File: config.mk
export PLATFORM = sky130hd
export DESIGN_NAME = rf_wport_arb_flat
export DESIGN_NICKNAME = d
export VERILOG_FILES = /design/src/rtl/rf_wport_arb_pkg.sv /design/src/rtl/rf_wport_arb_if.sv /design/src/rtl/rf_wq_fifo.sv /design/src/rtl/rf_wport_arb.sv /design/src/flat_wrapper.sv
export VERILOG_INCLUDE_DIRS = /design/src /design/src/rtl
export SDC_FILE = /design/constraint.sdc
export NUM_CORES = 1
export LEC_CHECK = 0
export CAP_MARGIN = 20
export CORE_UTILIZATION = 35
export DETAILED_ROUTE_END_ITERATION = 12
export HOLD_SLACK_MARGIN = 0.03
export PLACE_DENSITY = 0.73
export SLEW_MARGIN = 20
export SYNTH_ARGS = -nofsm -noshare
export SYNTH_HDL_FRONTEND = slang
export SYNTH_HIERARCHICAL = 1
export SYNTH_SLANG_ARGS = --single-unit
File: constraint.sdc
create_clock -name clk_i -period 3.3 [get_ports clk_i]
set_input_delay 0.825 -clock clk_i [delete_from_list [all_inputs] [get_ports clk_i]]
set_output_delay 0.825 -clock clk_i [all_outputs]
set_load 0.005 [all_outputs]
File: src/rtl/defines.v
// Shared register-file widths and encodings for the write-port arbiter.
`ifndef RF_DEFINES_V
`define RF_DEFINES_V
`define RADDR_WIDTH   5
`define RDATA_WIDTH   32
`define ZERO_REG      5'd0
`define ZERO          32'd0
`define WRITE_ENABLE  1'b1
`define RF_STARVE_MAX 4
`endif

File: src/rtl/rf_wport_arb_pkg.sv
// Types shared by the regfile write-port arbiter, its queue and its interface.
`include "defines.v"

package rf_wport_arb_pkg;
  localparam int AW = `RADDR_WIDTH;
  localparam int DW = `RDATA_WIDTH;

  typedef struct packed {
    logic [AW-1:0] addr;
    logic [DW-1:0] data;
  } wr_req_t;

  typedef enum logic [1:0] {
    GNT_NONE,
    GNT_WB,
    GNT_QUEUE
  } gnt_e;
endpackage

File: src/rtl/rf_wport_arb_if.sv
// Bus bundle between the pipeline/secondary unit and the regfile write-port arbiter.
interface rf_wport_arb_if;
  import rf_wport_arb_pkg::*;

  logic          wb_we_i;
  logic [AW-1:0] wb_waddr_i;
  logic [DW-1:0] wb_wdata_i;
  logic          sec_valid_i;
  logic [AW-1:0] sec_waddr_i;
  logic [DW-1:0] sec_wdata_i;
  logic          sec_ready_o;
  logic          rf_we_o;
  logic [AW-1:0] rf_waddr_o;
  logic [DW-1:0] rf_wdata_o;
  logic          wb_stall_o;
  logic [AW-1:0] raddr1_i;
  logic [AW-1:0] raddr2_i;
  logic          pend1_o;
  logic          pend2_o;

  modport slave (
    input  wb_we_i, wb_waddr_i, wb_wdata_i,
    input  sec_valid_i, sec_waddr_i, sec_wdata_i,
    input  raddr1_i, raddr2_i,
    output sec_ready_o, rf_we_o, rf_waddr_o, rf_wdata_o,
    output wb_stall_o, pend1_o, pend2_o
  );

  modport master (
    output wb_we_i, wb_waddr_i, wb_wdata_i,
    output sec_valid_i, sec_waddr_i, sec_wdata_i,
    output raddr1_i, raddr2_i,
    input  sec_ready_o, rf_we_o, rf_waddr_o, rf_wdata_o,
    input  wb_stall_o, pend1_o, pend2_o
  );
endinterface

File: src/rtl/rf_wq_fifo.sv
// Secondary write queue: FIFO storage with per-entry valid bits and
// per-entry address compare against the two ID read ports.
module rf_wq_fifo
  import rf_wport_arb_pkg::*;
#(
  parameter int QDEPTH = 2
) (
  input  logic              clk_i,
  input  logic              rst_i,
  input  logic              push_i,
  input  wr_req_t           push_req_i,
  input  logic              pop_i,
  output wr_req_t           head_o,
  output logic              empty_o,
  output logic              full_o,
  input  logic [AW-1:0]     maddr1_i,
  input  logic [AW-1:0]     maddr2_i,
  output logic [QDEPTH-1:0] match1_o,
  output logic [QDEPTH-1:0] match2_o
);
  localparam int PW = (QDEPTH > 1) ? $clog2(QDEPTH) : 1;

  wr_req_t [QDEPTH-1:0] mem_q, mem_d;
  logic    [QDEPTH-1:0] vld_q, vld_d;
  logic    [PW-1:0]     wptr_q, wptr_d, rptr_q, rptr_d;
  logic    [PW:0]       cnt_q, cnt_d;
  logic                 push_ok, pop_ok;

  assign empty_o = (cnt_q == '0);
  assign full_o  = (cnt_q == (PW+1)'(QDEPTH));
  assign head_o  = mem_q[rptr_q];
  assign push_ok = push_i & ~full_o;
  assign pop_ok  = pop_i & ~empty_o;

  always_comb begin
    mem_d  = mem_q;
    vld_d  = vld_q;
    wptr_d = wptr_q;
    rptr_d = rptr_q;
    cnt_d  = cnt_q;
    // Push never targets the popped slot: pushes are refused while full.
    if (push_ok) begin
      mem_d[wptr_q] = push_req_i;
      vld_d[wptr_q] = 1'b1;
      wptr_d        = wptr_q + 1'b1;
    end
    if (pop_ok) begin
      vld_d[rptr_q] = 1'b0;
      rptr_d        = rptr_q + 1'b1;
    end
    case ({push_ok, pop_ok})
      2'b10:   cnt_d = cnt_q + 1'b1;
      2'b01:   cnt_d = cnt_q - 1'b1;
      default: cnt_d = cnt_q;
    endcase
  end

  always_ff @(posedge clk_i or negedge rst_i) begin
    if (!rst_i) begin
      mem_q  <= '0;
      vld_q  <= '0;
      wptr_q <= '0;
      rptr_q <= '0;
      cnt_q  <= '0;
    end else begin
      mem_q  <= mem_d;
      vld_q  <= vld_d;
      wptr_q <= wptr_d;
      rptr_q <= rptr_d;
      cnt_q  <= cnt_d;
    end
  end

  // The head stays valid through its dequeue cycle, so it still matches.
  for (genvar i = 0; i < QDEPTH; i++) begin : g_match
    assign match1_o[i] = vld_q[i] && (mem_q[i].addr == maddr1_i);
    assign match2_o[i] = vld_q[i] && (mem_q[i].addr == maddr2_i);
  end
endmodule

File: src/rtl/rf_wport_arb.sv
// Regfile write-port arbiter: WB stage has priority, secondary writes queue
// behind it and force a one-cycle WB stall once the queue head starves.
`include "defines.v"

module rf_wport_arb
  import rf_wport_arb_pkg::*;
#(
  parameter int QDEPTH     = 2,
  parameter int STARVE_MAX = `RF_STARVE_MAX
) (
  input  logic           clk_i,
  input  logic           rst_i,
  rf_wport_arb_if.slave  bus
);
  localparam int CW = $clog2(STARVE_MAX + 1) > 0 ? $clog2(STARVE_MAX + 1) : 1;

  logic [CW-1:0]     age_q, age_d;
  logic              stall_q, stall_d;
  gnt_e              gnt;
  wr_req_t           head, push_req;
  logic              q_empty, q_full, push, pop, wb_act;
  logic [QDEPTH-1:0] m1, m2;
  logic              rf_we;
  logic [AW-1:0]     rf_waddr;
  logic [DW-1:0]     rf_wdata;

  assign wb_act   = (bus.wb_we_i == `WRITE_ENABLE) && (bus.wb_waddr_i != `ZERO_REG);
  assign push_req = '{addr: bus.sec_waddr_i, data: bus.sec_wdata_i};
  // Writes to x0 complete the handshake but never occupy a slot.
  assign push     = bus.sec_valid_i & ~q_full & (bus.sec_waddr_i != `ZERO_REG);
  assign pop      = (gnt == GNT_QUEUE);

  rf_wq_fifo #(.QDEPTH(QDEPTH)) u_wq (
    .clk_i      (clk_i),
    .rst_i      (rst_i),
    .push_i     (push),
    .push_req_i (push_req),
    .pop_i      (pop),
    .head_o     (head),
    .empty_o    (q_empty),
    .full_o     (q_full),
    .maddr1_i   (bus.raddr1_i),
    .maddr2_i   (bus.raddr2_i),
    .match1_o   (m1),
    .match2_o   (m2)
  );

  always_comb begin
    gnt = GNT_NONE;
    if (!rst_i)                  gnt = GNT_NONE;
    else if (stall_q && !q_empty) gnt = GNT_QUEUE;
    else if (wb_act)             gnt = GNT_WB;
    else if (!q_empty)           gnt = GNT_QUEUE;
  end

  always_comb begin
    rf_we    = 1'b0;
    rf_waddr = `ZERO_REG;
    rf_wdata = `ZERO;
    case (gnt)
      GNT_WB: begin
        rf_we    = 1'b1;
        rf_waddr = bus.wb_waddr_i;
        rf_wdata = bus.wb_wdata_i;
      end
      GNT_QUEUE: begin
        rf_we    = 1'b1;
        rf_waddr = head.addr;
        rf_wdata = head.data;
      end
      default: ;
    endcase
  end

  always_comb begin
    age_d = age_q;
    if (q_empty || pop)
      age_d = '0;
    else if (age_q != CW'(STARVE_MAX))
      age_d = age_q + 1'b1;
    // Stall lands the cycle after the head's wait count saturates.
    stall_d = !stall_q && (age_d == CW'(STARVE_MAX));
  end

  always_ff @(posedge clk_i or negedge rst_i) begin
    if (!rst_i) begin
      age_q   <= '0;
      stall_q <= 1'b0;
    end else begin
      age_q   <= age_d;
      stall_q <= stall_d;
    end
  end

  assign bus.sec_ready_o = ~q_full;
  assign bus.rf_we_o     = rf_we;
  assign bus.rf_waddr_o  = rf_waddr;
  assign bus.rf_wdata_o  = rf_wdata;
  assign bus.wb_stall_o  = stall_q;
  assign bus.pend1_o     = (bus.raddr1_i != `ZERO_REG) && (|m1);
  assign bus.pend2_o     = (bus.raddr2_i != `ZERO_REG) && (|m2);
endmodule

File: src/flat_wrapper.sv
// flat-port wrapper written by rule: the top's interface ports become plain ports
module rf_wport_arb_flat import rf_wport_arb_pkg::*;
#(
  parameter int QDEPTH     = 2,
  parameter int STARVE_MAX = `RF_STARVE_MAX
)
  (clk_i, rst_i, bus_wb_we_i, bus_wb_waddr_i, bus_wb_wdata_i, bus_sec_valid_i, bus_sec_waddr_i, bus_sec_wdata_i, bus_raddr1_i, bus_raddr2_i, bus_sec_ready_o, bus_rf_we_o, bus_rf_waddr_o, bus_rf_wdata_o, bus_wb_stall_o, bus_pend1_o, bus_pend2_o);
  rf_wport_arb_if bus_i ();
  input  logic clk_i;
  input  logic rst_i;
  input wire logic [$bits(bus_i.wb_we_i)-1:0] bus_wb_we_i;
  input wire logic [$bits(bus_i.wb_waddr_i)-1:0] bus_wb_waddr_i;
  input wire logic [$bits(bus_i.wb_wdata_i)-1:0] bus_wb_wdata_i;
  input wire logic [$bits(bus_i.sec_valid_i)-1:0] bus_sec_valid_i;
  input wire logic [$bits(bus_i.sec_waddr_i)-1:0] bus_sec_waddr_i;
  input wire logic [$bits(bus_i.sec_wdata_i)-1:0] bus_sec_wdata_i;
  input wire logic [$bits(bus_i.raddr1_i)-1:0] bus_raddr1_i;
  input wire logic [$bits(bus_i.raddr2_i)-1:0] bus_raddr2_i;
  output wire logic [$bits(bus_i.sec_ready_o)-1:0] bus_sec_ready_o;
  output wire logic [$bits(bus_i.rf_we_o)-1:0] bus_rf_we_o;
  output wire logic [$bits(bus_i.rf_waddr_o)-1:0] bus_rf_waddr_o;
  output wire logic [$bits(bus_i.rf_wdata_o)-1:0] bus_rf_wdata_o;
  output wire logic [$bits(bus_i.wb_stall_o)-1:0] bus_wb_stall_o;
  output wire logic [$bits(bus_i.pend1_o)-1:0] bus_pend1_o;
  output wire logic [$bits(bus_i.pend2_o)-1:0] bus_pend2_o;
  assign bus_i.wb_we_i = bus_wb_we_i;
  assign bus_i.wb_waddr_i = bus_wb_waddr_i;
  assign bus_i.wb_wdata_i = bus_wb_wdata_i;
  assign bus_i.sec_valid_i = bus_sec_valid_i;
  assign bus_i.sec_waddr_i = bus_sec_waddr_i;
  assign bus_i.sec_wdata_i = bus_sec_wdata_i;
  assign bus_i.raddr1_i = bus_raddr1_i;
  assign bus_i.raddr2_i = bus_raddr2_i;
  assign bus_sec_ready_o = bus_i.sec_ready_o;
  assign bus_rf_we_o = bus_i.rf_we_o;
  assign bus_rf_waddr_o = bus_i.rf_waddr_o;
  assign bus_rf_wdata_o = bus_i.rf_wdata_o;
  assign bus_wb_stall_o = bus_i.wb_stall_o;
  assign bus_pend1_o = bus_i.pend1_o;
  assign bus_pend2_o = bus_i.pend2_o;
  rf_wport_arb #(.QDEPTH(QDEPTH), .STARVE_MAX(STARVE_MAX)) u_core (.clk_i(clk_i), .rst_i(rst_i), .bus(bus_i));
endmodule
==> tab_implementation.tex <==
\begin{tabular}{lr}
\hline
Metric & Value \\
\hline
\multicolumn{2}{l}{\textbf{Outcome}} \\
Status & finished, violations left \\
Violations in the final reports & negative setup slack \\
\multicolumn{2}{l}{\textbf{Clock network}} \\
H-Tree Level Count & 3 \\
Root buf cell & clkbuf\_16 \\
TritonCTS clock tree & yes \\
TritonCTS Buffers & 9 \\
Clock net sink count & 84 \\
CTS max path bufs & 2 \\
Source-to-sink clock delay at the later pin of the worst-skew pair & 0.32 ns \\
Clock slew at reported path FFs & 0.06 ns \\
CTS hold repair buffers & 0 \\
\multicolumn{2}{l}{\textbf{Pwr}} \\
Total power per unit cell area & 851 nW/um\^{}2 \\
Leakage & 0.00301 uW \\
Maximum ir drop on the vdd rail & 0.397 mV \\
\multicolumn{2}{l}{\textbf{Finish}} \\
Fraction of final layout cells sized beyond drive strength 1 & 51.7\% \\
Number of standard cells in the layout, taps in and fillers out & 714 \\
Core utilization of the finished layout & 56.0\% \\
Number of nets in the finished design & 632 \\
Area added between synthesis and finish & 54.9\% \\
Antenna Cells & 0 \\
Layout fillers & 1,075 \\
\multicolumn{2}{l}{\textbf{STA}} \\
Worst clock skew on the final layout & 0.00571 ns \\
Unrepaired setup endpoints after global routing & yes \\
Final hold viol count & 0 \\
Final setup viols & 38 \\
Final clock period utilization by the worst path & 107\% \\
Post-layout worst setup margin & -0.221 ns \\
Final slew viol count & 0 \\
Maximum clock rate & 0.284 GHz \\
Slew at the pin closest to its max-slew limit & 1.15 ns \\
Remaining max-slew budget at the tightest pin & 23.2\% \\
Minimum period implied by the final worst setup slack & 3.52 ns \\
\multicolumn{2}{l}{\textbf{Die}} \\
Die Footprint & 13,600 um\^{}2 \\
Initial Utilization & 36.2\% \\
Placement row count & 41 \\
Horizontal die dimension & 117 um \\
Vert. Die Dim & 117 um \\
Total core area & 12,700 um\^{}2 \\
Top-level port count & 130 \\
\multicolumn{2}{l}{\textbf{Routing}} \\
Vias after detailed routing & 3,591 \\
Violation count after the first detailed-routing iteration & 146 \\
Vias per inst & 5.03 \\
WL/cell & 18.1 um \\
Drt drc & 0 \\
Total wirelength of the detailed-routed design & 12,900 um \\
Post-route antenna net violation count & 0 \\
Detailed Routing Iterations Pass 1 & 4 \\
\multicolumn{2}{l}{\textbf{Logic synthesis}} \\
Part of the Yosys area used for sequential elements & 45.7\% \\
Post-Synthesis Mean Instance Area & 12.3 um\^{}2 \\
Cell variety after synth & 37 \\
Post-synth top cells & 86 x mux2\_2, 84 x dfrtp\_1, 44 x nor2\_1 \\
Async SR Flop Fraction & 100\% \\
Synthesized instance count & 373 \\
Most frequent cell after synthesis & mux2\_2 \\
Combined area of all synthesized cells & 4600 um\^{}2 \\
Commonest register cell after synthesis & dfrtp\_1 \\
Warnings, synthesis & 6 \\
Post-Synthesis Net Count & 466 \\
EDFF count, synth & 0 \\
Area share of the leading cell type in the synthesized netlist & 45.7\% \\
Synthesis-stage register bit count & 84 \\
Cell accounting for the most synthesized area & dfrtp\_1 \\
Area contributors post-synth & dfrtp\_1 46\%, mux2\_2 21\%, mux2\_4 6.2\% \\
\multicolumn{2}{l}{\textbf{Critical path}} \\
Data required time at the worst endpoint & 2.47 ns \\
Type of destination of the critical path & output port \\
Critical path class & input port to output port \\
Critical Path Start Type & input port \\
Critical path fanouts, max & 20 \\
FF-to-FF Start & u\_core/u\_wq/cnt\_q[1] \\
Start point of the critical path & bus\_wb\_waddr\_i[2] \\
Arrival time reported for the critical path endpoint & 2.70 ns \\
\multicolumn{2}{l}{\textbf{Global route}} \\
Number of antenna violations at the first check in global routing & 0 \\
Overall overflow remaining after global route & 0 \\
Wire length of the first global-routing pass & 19,600 um \\
All-layer global routing usage & 19.1\% \\
Vias in the first global route & 3,755 \\
Maximum number of pins on one net before global-route repair & 57 \\
\multicolumn{2}{l}{\textbf{Place}} \\
Final HPWL from detailed placement & 8080 um \\
Routability cong. & 0.808 \\
Count of buffers inserted at the top-level ports & 129 \\
Dpl cells & 680 \\
\multicolumn{2}{l}{\textbf{Min path}} \\
Hold path startpoint & u\_core/u\_wq/mem\_q[46] \\
Worst Hold Class & flop to flop \\
\multicolumn{2}{l}{\textbf{Run}} \\
Count of max-cap constraint violations & 0 \\
\hline
\end{tabular}
## logic make-up after synthesis
kind of cell	synth area share [%]
compound gates	7.70
simple gates	7.51
fa+ha+maj	1.36
buf+inv	4.08
mux	28.7
xor+xnor	4.95
flops	45.7
## what timing repair did
action | in CTS | in global routing
gates resized for setup | 217 | 50
cloned | 7 | 1
setup buffers | 10 | 4
endpoints found under the setup margin | 40 | 39
pin swaps | 32 | 17
hold endpoints to repair | 0 | 0
## critical path: stages
cell,delay (ns)
buf_6,0.09
or4_4,0.54
o21ai_4,0.21
buf_6,0.14
o21ai_4,0.06
ha_4,0.22
buf_12,0.17
a22oi_2,0.23
nor2_4,0.06
buf_2,0.12
## stage by stage
| step | area (um^2) | power (uW) | worst slack (ns) | setup TNS, ns | hold WS, ns |
|---|---|---|---|---|---|
| finish | 7130 | 6070 | -0.221 | -6.68 | 0.484 |
| global route | 7130 | 6410 | -0.281 | -8.29 | 0.500 |
| CTS | 6910 | 5970 | -0.195 | -5.46 | 0.489 |
| detailed placement | 6240 | 4360 | -0.856 | -32.09 | 0.475 |
| global placement | 6240 | 4260 | -0.774 | -29.63 | 0.461 |
| floorplan | 4600 | 3600 | -0.0447 | -0.447 | 0.452 |
## report_power, final
part	internal, uW	switching, uW
Clock	884	385
Sequential	1560	362
Combinational	1700	1170
Total	4150	1920
## flip-flops by register name, indices dropped and copies added (netlist names)
| signal | flops |
|---|---|
| u_core/age_q | 3 |
| u_core/bus.wb_stall_o | 1 |
| u_core/u_wq/cnt_q | 2 |
| u_core/u_wq/mem_q | 74 |
| u_core/u_wq/rptr_q | 1 |
| u_core/u_wq/vld_q | 2 |
| u_core/u_wq/wptr_q | 1 |
## layout make-up
class / count / area (um^2) / share of cell area (%)
Clock buffer: 9 / 225 / 3.16
Clock inverter: 5 / 150 / 2.11
Inverter: 7 / 26.3 / 0.369
Multi-Input combinational cell: 258 / 2630 / 36.9
Sequential cell: 84 / 2100 / 29.5
Tap cell: 172 / 215 / 3.02
Timing Repair Buffer: 179 / 1780 / 25.0
## layout by cell type (no fill, tap or decap), types with 6 or more instances in the layout
master           netlist  routed
buf_2                  7      36
xnor2_1                9       9
mux2_1                 6       6
nor2_2                 0      15
a22oi_2                0      30
clkbuf_16              0      10
dlygate4sd2_1          0       7
clkdlybuf4s50_1        0      77
a22oi_1               37       7
nor2_4                 0      10
buf_12                 2      10
mux2_4                19      19
buf_4                  2      26
buf_6                  3      10
mux2_2                86      86
nor2_1                44      19
dfrtp_1               84      83
xor2_1                17      17
## metal layers
layer / up-vias / track usage, % / wire length, um
met3: 11 / 3.48 / 645
met2: 90 / 34.1 / 6850
li1: 1675 / - / -
met5: - / 0 / 0
met1: 1815 / 24.0 / 5310
met4: 0 / 4.14 / 91
## final timing paths
| kind | endpoint | slack, ns | cells after the start |
|---|---|---|---|
| max | bus_rf_wdata_o[13] | -0.22 | 10 |
| min | u_core/u_wq/mem_q[46] | 0.48 | 1 |
| max reg2reg | u_core/u_wq/cnt_q[1] | 0.57 | 12 |
| min reg2reg | u_core/u_wq/mem_q[46] | 0.48 | 1 |
| max in group asynchronous | u_core/u_wq/rptr_q | 2.15 | 2 |
| min in group asynchronous | u_core/u_wq/mem_q[30] | 0.54 | 2 |
(Power assumes the default switching activity.)
